File: config.mk
export PLATFORM = sky130hd
export DESIGN_NAME = servo_pwm_capture_flat
export DESIGN_NICKNAME = d
export VERILOG_FILES = /design/src/rtl/servo_pwm_capture_if.sv /design/src/rtl/servo_pwm_capture.sv /design/src/flat_wrapper.sv
export SDC_FILE = /design/constraint.sdc
export NUM_CORES = 1
export LEC_CHECK = 0
export CAP_MARGIN = 20
export CORE_AREA = 4 4 151 117
export CTS_BUF_LIST = sky130_fd_sc_hd__clkbuf_16
export DETAILED_ROUTE_END_ITERATION = 6
export DIE_AREA = 0 0 155 121
export GPL_TIMING_DRIVEN = 1
export HOLD_SLACK_MARGIN = 0.03
export PLACE_DENSITY_LB_ADDON = 0.3
export REMOVE_ABC_BUFFERS = 1
export SLEW_MARGIN = 20
export SYNTH_ARGS = -nofsm -noshare
export SYNTH_HDL_FRONTEND = slang
export SYNTH_SLANG_ARGS = --single-unit
File: constraint.sdc
create_clock -name clk -period 7.6 [get_ports clk]
set_input_delay 1.52 -clock clk [delete_from_list [all_inputs] [get_ports clk]]
set_output_delay 1.52 -clock clk [all_outputs]
set_load 0.02 [all_outputs]
File: src/rtl/servo_pwm_capture_if.sv
// Bundles the sampled PWM line and the measurement results of servo_pwm_capture.
// The master modport is the capture block; the slave modport is the line driver / result consumer.
interface servo_pwm_capture_if #(
   parameter int CNT_W = 21
);
   logic             pwm_in;
   logic [CNT_W-1:0] width;
   logic [CNT_W-1:0] period;
   logic [1:0]       code;
   logic             valid;
   logic             err;
   logic             lost;

   modport master (
      input  pwm_in,
      output width, period, code, valid, err, lost
   );

   modport slave (
      output pwm_in,
      input  width, period, code, valid, err, lost
   );
endinterface

File: src/rtl/servo_pwm_capture.sv
// Servo PWM receiver: measures high width and rise-to-rise period of pwm_in in clock
// cycles, classifies the width against the two generator codes and flags signal loss.
module servo_pwm_capture #(
   parameter int CNT_W      = 21,
   parameter int PERIOD_MIN = 900_000,
   parameter int PERIOD_MAX = 1_100_000,
   parameter int WIDTH_MAX  = 150_000,
   parameter int W0         = 125_000,
   parameter int W1         = 107_500,
   parameter int TOL        = 2_500,
   parameter int TIMEOUT    = 2_000_000
) (
   input  logic                clk,
   input  logic                rst,
   servo_pwm_capture_if.master bus
);

   localparam logic [CNT_W-1:0] TIMEOUT_C    = CNT_W'(TIMEOUT);
   localparam logic [CNT_W-1:0] PERIOD_MIN_C = CNT_W'(PERIOD_MIN);
   localparam logic [CNT_W-1:0] PERIOD_MAX_C = CNT_W'(PERIOD_MAX);
   localparam logic [CNT_W-1:0] WIDTH_MAX_C  = CNT_W'(WIDTH_MAX);
   localparam logic [CNT_W-1:0] W0_C         = CNT_W'(W0);
   localparam logic [CNT_W-1:0] W1_C         = CNT_W'(W1);
   localparam logic [CNT_W-1:0] TOL_C        = CNT_W'(TOL);

   typedef enum logic [1:0] {
      IDLE = 2'd0,
      HIGH = 2'd1,
      LOW  = 2'd2
   } state_t;

   // Compare-then-subtract so the difference never wraps.
   function automatic logic [CNT_W-1:0] abs_diff(input logic [CNT_W-1:0] a,
                                                 input logic [CNT_W-1:0] b);
      if (a >= b) begin
         abs_diff = a - b;
      end else begin
         abs_diff = b - a;
      end
   endfunction

   logic             sync1_r, sync2_r, hist_r;
   logic             rise_s, fall_s;
   logic [CNT_W-1:0] cnt_r;
   logic [CNT_W-1:0] width_r;
   state_t           state_r, state_nx_s;
   logic             capture_s, publish_s, lose_s;
   logic             err_nx_s;
   logic [1:0]       code_nx_s;
   logic [CNT_W-1:0] width_out_r, period_out_r;
   logic [1:0]       code_out_r;
   logic             valid_out_r, err_out_r, lost_out_r;

   // Two-flop synchronizer plus history flop for edge detection.
   always_ff @(posedge clk or posedge rst) begin
      if (rst) begin
         sync1_r <= 1'b0;
         sync2_r <= 1'b0;
         hist_r  <= 1'b0;
      end else begin
         sync1_r <= bus.pwm_in;
         sync2_r <= sync1_r;
         hist_r  <= sync2_r;
      end
   end

   assign rise_s = sync2_r & ~hist_r;
   assign fall_s = ~sync2_r & hist_r;

   // Cycle counter: restarts at 1 on every rise so the count at an edge equals elapsed cycles.
   always_ff @(posedge clk or posedge rst) begin
      if (rst) begin
         cnt_r <= {CNT_W{1'b0}};
      end else if (rise_s) begin
         cnt_r <= CNT_W'(1);
      end else if (cnt_r != TIMEOUT_C) begin
         cnt_r <= cnt_r + CNT_W'(1);
      end else begin
         cnt_r <= cnt_r;
      end
   end

   // State register.
   always_ff @(posedge clk or posedge rst) begin
      if (rst) begin
         state_r <= IDLE;
      end else begin
         state_r <= state_nx_s;
      end
   end

   // Next-state logic; an edge always takes priority over the timeout.
   always_comb begin
      state_nx_s = state_r;
      capture_s  = 1'b0;
      publish_s  = 1'b0;
      lose_s     = 1'b0;
      case (state_r)
         IDLE: begin
            if (rise_s) begin
               state_nx_s = HIGH;
            end else begin
               state_nx_s = IDLE;
            end
         end
         HIGH: begin
            if (fall_s) begin
               state_nx_s = LOW;
               capture_s  = 1'b1;
            end else if (cnt_r == TIMEOUT_C) begin
               state_nx_s = IDLE;
               lose_s     = 1'b1;
            end else begin
               state_nx_s = HIGH;
            end
         end
         LOW: begin
            if (rise_s) begin
               state_nx_s = HIGH;
               publish_s  = 1'b1;
            end else if (cnt_r == TIMEOUT_C) begin
               state_nx_s = IDLE;
               lose_s     = 1'b1;
            end else begin
               state_nx_s = LOW;
            end
         end
         default: begin
            state_nx_s = IDLE;
         end
      endcase
   end

   // Captured high time, held until the next fall.
   always_ff @(posedge clk or posedge rst) begin
      if (rst) begin
         width_r <= {CNT_W{1'b0}};
      end else if (capture_s) begin
         width_r <= cnt_r;
      end else begin
         width_r <= width_r;
      end
   end

   // Classification uses cnt_r directly as the period: it is the closing rise-to-rise count.
   always_comb begin
      err_nx_s  = (cnt_r < PERIOD_MIN_C) | (cnt_r > PERIOD_MAX_C) | (width_r > WIDTH_MAX_C);
      code_nx_s = 2'b00;
      if (err_nx_s) begin
         code_nx_s = 2'b00;
      end else if (abs_diff(width_r, W0_C) <= TOL_C) begin
         code_nx_s = 2'b01;
      end else if (abs_diff(width_r, W1_C) <= TOL_C) begin
         code_nx_s = 2'b10;
      end else begin
         code_nx_s = 2'b00;
      end
   end

   // Registered result outputs; loss keeps the last published measurement.
   always_ff @(posedge clk or posedge rst) begin
      if (rst) begin
         width_out_r  <= {CNT_W{1'b0}};
         period_out_r <= {CNT_W{1'b0}};
         code_out_r   <= 2'b00;
         err_out_r    <= 1'b0;
         valid_out_r  <= 1'b0;
         lost_out_r   <= 1'b0;
      end else begin
         valid_out_r <= publish_s;
         if (publish_s) begin
            width_out_r  <= width_r;
            period_out_r <= cnt_r;
            code_out_r   <= code_nx_s;
            err_out_r    <= err_nx_s;
            lost_out_r   <= 1'b0;
         end else if (lose_s) begin
            lost_out_r   <= 1'b1;
         end else begin
            lost_out_r   <= lost_out_r;
         end
      end
   end

   assign bus.width  = width_out_r;
   assign bus.period = period_out_r;
   assign bus.code   = code_out_r;
   assign bus.err    = err_out_r;
   assign bus.valid  = valid_out_r;
   assign bus.lost   = lost_out_r;

endmodule

File: src/flat_wrapper.sv
// flat-port wrapper written by rule: the top's interface ports become plain ports
module servo_pwm_capture_flat 
#(
   parameter int CNT_W      = 21,
   parameter int PERIOD_MIN = 900_000,
   parameter int PERIOD_MAX = 1_100_000,
   parameter int WIDTH_MAX  = 150_000,
   parameter int W0         = 125_000,
   parameter int W1         = 107_500,
   parameter int TOL        = 2_500,
   parameter int TIMEOUT    = 2_000_000
)
  (clk, rst, bus_pwm_in, bus_width, bus_period, bus_code, bus_valid, bus_err, bus_lost);
  servo_pwm_capture_if #(.CNT_W(CNT_W)) bus_i ();
  input  logic clk;
  input  logic rst;
  input wire logic [$bits(bus_i.pwm_in)-1:0] bus_pwm_in;
  output wire logic [$bits(bus_i.width)-1:0] bus_width;
  output wire logic [$bits(bus_i.period)-1:0] bus_period;
  output wire logic [$bits(bus_i.code)-1:0] bus_code;
  output wire logic [$bits(bus_i.valid)-1:0] bus_valid;
  output wire logic [$bits(bus_i.err)-1:0] bus_err;
  output wire logic [$bits(bus_i.lost)-1:0] bus_lost;
  assign bus_i.pwm_in = bus_pwm_in;
  assign bus_width = bus_i.width;
  assign bus_period = bus_i.period;
  assign bus_code = bus_i.code;
  assign bus_valid = bus_i.valid;
  assign bus_err = bus_i.err;
  assign bus_lost = bus_i.lost;
  servo_pwm_capture #(.CNT_W(CNT_W), .PERIOD_MIN(PERIOD_MIN), .PERIOD_MAX(PERIOD_MAX), .WIDTH_MAX(WIDTH_MAX), .W0(W0), .W1(W1), .TOL(TOL), .TIMEOUT(TIMEOUT)) u_core (.clk(clk), .rst(rst), .bus(bus_i));
endmodule
# Word level (Yosys, flattened, before mapping)
# Cells that the tools add are included.
[word_totals]
output_inout_bits = 47
wordCells = 63
input_bits = 3
regBits = 94
[op_classes]
eq_ne = 4
n_bitwise = 6
magnitude_cmp = 7
mux = 26
reduce_logical = 3
addsub = 5
[ops]
columns = ["operator", "count"]
rows = [
  ["21-bit two-way mux", 7],
  ["21-bit by 17-bit >= comparator with 1-bit output, second input constant", 2],
  ["21-bit by 12-bit <= comparator with 1-bit output, second input constant", 2],
  ["17-bit by 21-bit subtractor with 21-bit output, first input constant", 2],
  ["21-bit by 17-bit subtractor with 21-bit output, second input constant", 2],
  ["21-bit by 1-bit adder with 21-bit output, second input constant", 1],
  ["21-bit == test, second input constant", 1],
  ["21-bit by 18-bit greater-than comparator with 1-bit output, second input constant", 1],
  ["21-bit greater-than comparator, second input constant", 1],
  ["21-bit by 20-bit < comparator with 1-bit output, second input constant", 1],
  ["21-bit != test, second input constant", 1],
  ["2-bit two-way mux", 6],
  ["1-bit two-way mux", 11],
  ["2-bit one-hot mux with 3 select lines", 1],
  ["2-bit nonzero test", 2],
  ["1-bit bitwise AND", 2],
  ["2-bit by 1-bit == test with 1-bit output, second input constant", 1],
  ["2-bit == test, second input constant", 1],
  ["2-bit logical NOT", 1],
  ["1-bit inverter", 2],
  ["1-bit bitwise OR", 2],
  ["1-bit one-hot mux with 2 select lines", 1],
]

# Depth between registers and ports, before layout
[logic_depth]
ltp_word = 11
ltp_mapped = 13
mapped_depth_nobuf = 10

# Least setup slack after synthesis
# OpenSTA, ideal clock, no wires.
[synth_timing]
path_type = "flip-flop to flip-flop"
from = "register u_core.width_r[4]"
to = "register u_core.code_out_r[1], in the netlist u_core.bus.code[1]"
t_arrival_ns = 2.872
required_time_ns = 7.465
n_path_buf = 2
setup_slack_ns = 4.593
stages_incl_launch_ff = 13
synth_period_minus_slack_ns = 3.007
cell_sequence = "dfrtp_1 buf_2 buf_1 inv_1 ha_1 a21oi_1 o31ai_4 a21oi_2 mux2i_1 xor2_1 nand2_1 a2111oi_1 o31ai_1"
[synth_via]
elab_chain_len = 8
[synth_lines]
columns = ["item", "line_no", "text"]
rows = [
  ["from (decl)", "servo_pwm_capture.sv:45", "logic [CNT_W-1:0] width_r;"],
  ["from (signal assigned)", "servo_pwm_capture.sv:137", "width_r <= {CNT_W{1'b0}};"],
  ["from (signal assigned)", "servo_pwm_capture.sv:139", "width_r <= cnt_r;"],
  ["from (signal assigned)", "servo_pwm_capture.sv:141", "width_r <= width_r;"],
  ["17-bit by 21-bit subtractor with 21-bit output (tied with other cells)", "servo_pwm_capture.sv:38", "abs_diff = b - a;"],
  ["21-bit two-way mux", "servo_pwm_capture.sv:35", "if (a >= b) begin"],
  ["21-bit two-way mux", "servo_pwm_capture.sv:151", "end else if (abs_diff(width_r, W0_C) <= TOL_C) begin"],
  ["21-bit two-way mux", "servo_pwm_capture.sv:149", "if (err_nx_s) begin"],
  ["21-bit by 12-bit <= comparator with 1-bit output", "servo_pwm_capture.sv:153", "end else if (abs_diff(width_r, W1_C) <= TOL_C) begin"],
  ["2-bit two-way mux", "servo_pwm_capture.sv:153", ""],
  ["2-bit two-way mux", "servo_pwm_capture.sv:151", ""],
  ["2-bit two-way mux *", "servo_pwm_capture.sv:149", ""],
  ["to (signal assigned)", "servo_pwm_capture.sv:174", "code_out_r <= code_nx_s;"],
  ["to (decl)", "servo_pwm_capture.sv:51", "logic [1:0] code_out_r;"],
]
# Every way passes the cells marked *; elsewhere a longest branch is shown, timed or not. The select of a mux whose other input is x is not followed.
# A chain may end at the register's enable or synchronous reset.

# Final worst setup path
[layout_timing]
from = "register u_core.width_r[4]"
to = "register u_core.code_out_r[0], in the netlist u_core.bus.code[0]"
[layout_via]
elab_chain_len = 6
[layout_lines]
columns = ["item", "line_no"]
rows = [
  ["17-bit by 21-bit subtractor with 21-bit output (tied with other cells)", "servo_pwm_capture.sv:38"],
  ["21-bit two-way mux", "servo_pwm_capture.sv:35"],
  ["21-bit two-way mux", "servo_pwm_capture.sv:149"],
  ["21-bit by 12-bit <= comparator with 1-bit output", "servo_pwm_capture.sv:151"],
  ["2-bit two-way mux", "servo_pwm_capture.sv:151"],
  ["2-bit two-way mux *", "servo_pwm_capture.sv:149"],
]
# Marked as above.

==> flow_metrics.tcl <==
set metrics [dict create \
    syn_inst 554 \
    power_leakage_uw 0.00270 \
    fin_nets 597 \
    cts_buffers 9 \
    synth_compound_area_frac 0.147 \
    dr.pass1.iters 5 \
    cts_buffer_depth 2 \
    status "finished clean" \
    route.antenna.remaining_nets 0 \
    cts_resized 0 \
    layout_common_cells "dfrtp_1, mux2_2, nor2_1" \
    synth-seq-cells 94 \
    cts-root-buf "clkbuf_16" \
    grt_pass1_vias 4104 \
    slew_headroom 0.413 \
    postCtsSetupBuffers 0 \
    area_growth_syn_to_layout_pct 16.8 \
    io_pins 50 \
    ys.warnings.count 0 \
    wl_mm 13.2 \
    drc 0 \
    yosysTopAreaCellShare 0.433 \
    htreeDepth 3 \
    final_common_cell "dfrtp_1" \
    core-area_sq_mm 0.0164 \
    synth_edf_count 0 \
    fin_crit_ns 3.43 \
    max-vdd-ir-drop_v 0.000136 \
    n_fill_cell 1581 \
    postLayoutCoreUtil 0.387 \
    grt_first_pass_wirelength_mm 21.9 \
    grtUsageTotal 0.145 \
    synth-simple-area-share 0.165 \
    powerDensity_mw_per_mm2 223 \
    maxCapViolCount 0 \
    drive_gt1_frac 0.152 \
    async_flop_share 1.00 \
    seq_area_frac_synth 0.433 \
    hold_violations 0 \
    worstSetupPathType "reg2reg" \
    muxShareOfSynthArea 0.123 \
    avgViaCountPerCell 5.40 \
    post_drt_wl_per_cell_um 16.5 \
    rsz0062_at_grt "false" \
    cts_hold_buf 0 \
    synthAdderAreaFrac 0.0300 \
    arrival_ns 3.65 \
    setup_viol_count_final 0 \
    die_h_um 121 \
    grt_max_degree 81 \
    antenna_cells 0 \
    post-route-period-util 0.451 \
    fin_setup_tns_ns 0 \
    clk_latency_ns 0.35 \
    die-area_sq_mm 0.0188 \
    grt-ovfl-total 0 \
    post-dp-hpwl_mm 9.37 \
    slew_viol_final 0 \
    clkTransAtPathRegs_ns 0.06 \
    die_w_um 155 \
    hold_path.class "reg2reg" \
    synth_top_cell_by_area "dfrtp_1" \
    start_util 0.332 \
    crit_required_ns 7.82 \
    synth_top_family_by_area "simple AND/OR/NAND/NOR gates" \
    cp-start-kind "register" \
    synth.area.top_cells "dfrtp_1, mux2_2, xor2_1" \
    cp_max_fo 18 \
    cts_sinks 94 \
    syn_area_sq_mm 0.00543 \
    antenna_found_initial 0 \
    end_kind "register" \
    cts_tree "yes" \
    port-buffer-count 49 \
    synthDistinctLibCells 75 \
    clock_skew_ns 0.00549 \
    worstMarginPinSlew_ns 0.875 \
    place.gp.congestion 0.862 \
    via_count 4322 \
    synth_xor_area_frac 0.0581 \
    synthFlopType "dfrtp_1" \
    row_count 41 \
    drt_iter0_drc 288 \
    avgSynthCellArea_sq_um 9.80 \
    fmax_ghz 0.292 \
]
[Yosys cell counts (6+ instances only)]
library cell  instances
nand3_1              14
xor2_1               22
mux2_2               52
nor2_1               51
o211ai_1              6
nor3_1               20
mux2i_1               6
inv_1                15
dfrtp_1              94
clkbuf_1             21
nand2_1              44
buf_2                 6
a31oi_1               6
nand4_1               7
o21ai_0              29
ha_1                 13
xnor2_1              14
a21oi_1              27
[layer usage]
metal | routed length, um | part of all wire | global-route usage | vias to the layer above
li1 | - | - | - | 2034
met1 | 6750 | 0.51 | 0.214 | 2129
met2 | 5510 | 0.42 | 0.207 | 141
met5 | 0 | 0 | 0 | -
met4 | 213 | 0.016 | 0.0463 | 0
met3 | 758 | 0.057 | 0.0371 | 18
[sequential cells by signal (all words and copies together) (netlist names)]
| signal | cells |
|---|---|
| u_core.sync2_r | 1 |
| u_core.hist_r | 1 |
| u_core.bus.code | 2 |
| u_core.bus.width | 21 |
| u_core.bus.valid | 1 |
| u_core.state_r | 2 |
| u_core.bus.lost | 1 |
| u_core.bus.period | 21 |
| u_core.sync1_r | 1 |
| u_core.bus.err | 1 |
| u_core.width_r | 21 |
| u_core.cnt_r | 21 |
[where the power goes]
group	total (uW)	switching, uW	internal (uW)
clock network	446	193	252
logic	354	202	152
registers	612	66.6	546
[final timing paths]
path,from,end,slack [ns],cells after the start
min reg2reg,u_core.sync1_r,u_core.sync2_r,0.35,0
max in group asynchronous,rst,u_core.bus.period[17],5.21,3
min,u_core.sync1_r,u_core.sync2_r,0.35,0
max,u_core.width_r[4],u_core.bus.code[0],4.17,10
min in group asynchronous,rst,u_core.bus.width[2],1.44,2
max reg2reg,u_core.width_r[4],u_core.bus.code[0],4.17,10
[through the flow]
step / setup WS (ns) / instances / total power (uW) / area [sq um] / hold WS (ns)
CTS: 4.26 / 800 / 1430 / 6330 / 0.352
floorplan: 3.63 / 518 / 849 / 5260 / 0.331
finish: 4.17 / 800 / 1410 / 6340 / 0.350
global route: 3.88 / 800 / 1490 / 6340 / 0.361
global placement: 4.41 / 785 / 961 / 6040 / 0.333
detailed placement: 4.30 / 785 / 969 / 6040 / 0.336
[worst max-delay path, cell delays in order (launching register included)]
cell,delay [ns]
dfrtp_1,0.70
inv_1,0.20
ha_1,0.28
nor2b_1,0.18
o21ai_1,0.28
a21oi_1,0.15
o21bai_2,0.53
mux2i_1,0.28
xor2_1,0.13
a2111oi_2,0.45
nor3_1,0.11
[cell families after synthesis]
logic type | Yosys count
AO/OA/AOI/OAI | 118
flip-flops | 94
XOR/XNOR | 36
AND/OR/NAND/NOR | 179
multiplexers | 60
buffers and inverters | 54
adder cells (fa/ha/maj) | 13
[layout make-up]
type / instances / area (sq um) / share of cell area
inverter: 18 / 70.1 / 0.0111
sequential: 94 / 2350 / 0.371
clock buffer: 9 / 225 / 0.0355
clock inverter: 6 / 62.6 / 0.00987
tap: 215 / 269 / 0.0424
multi-input combinational: 406 / 2840 / 0.449
timing repair buffer: 52 / 517 / 0.0815
No activity file was read; power rests on OpenSTA's default activity.
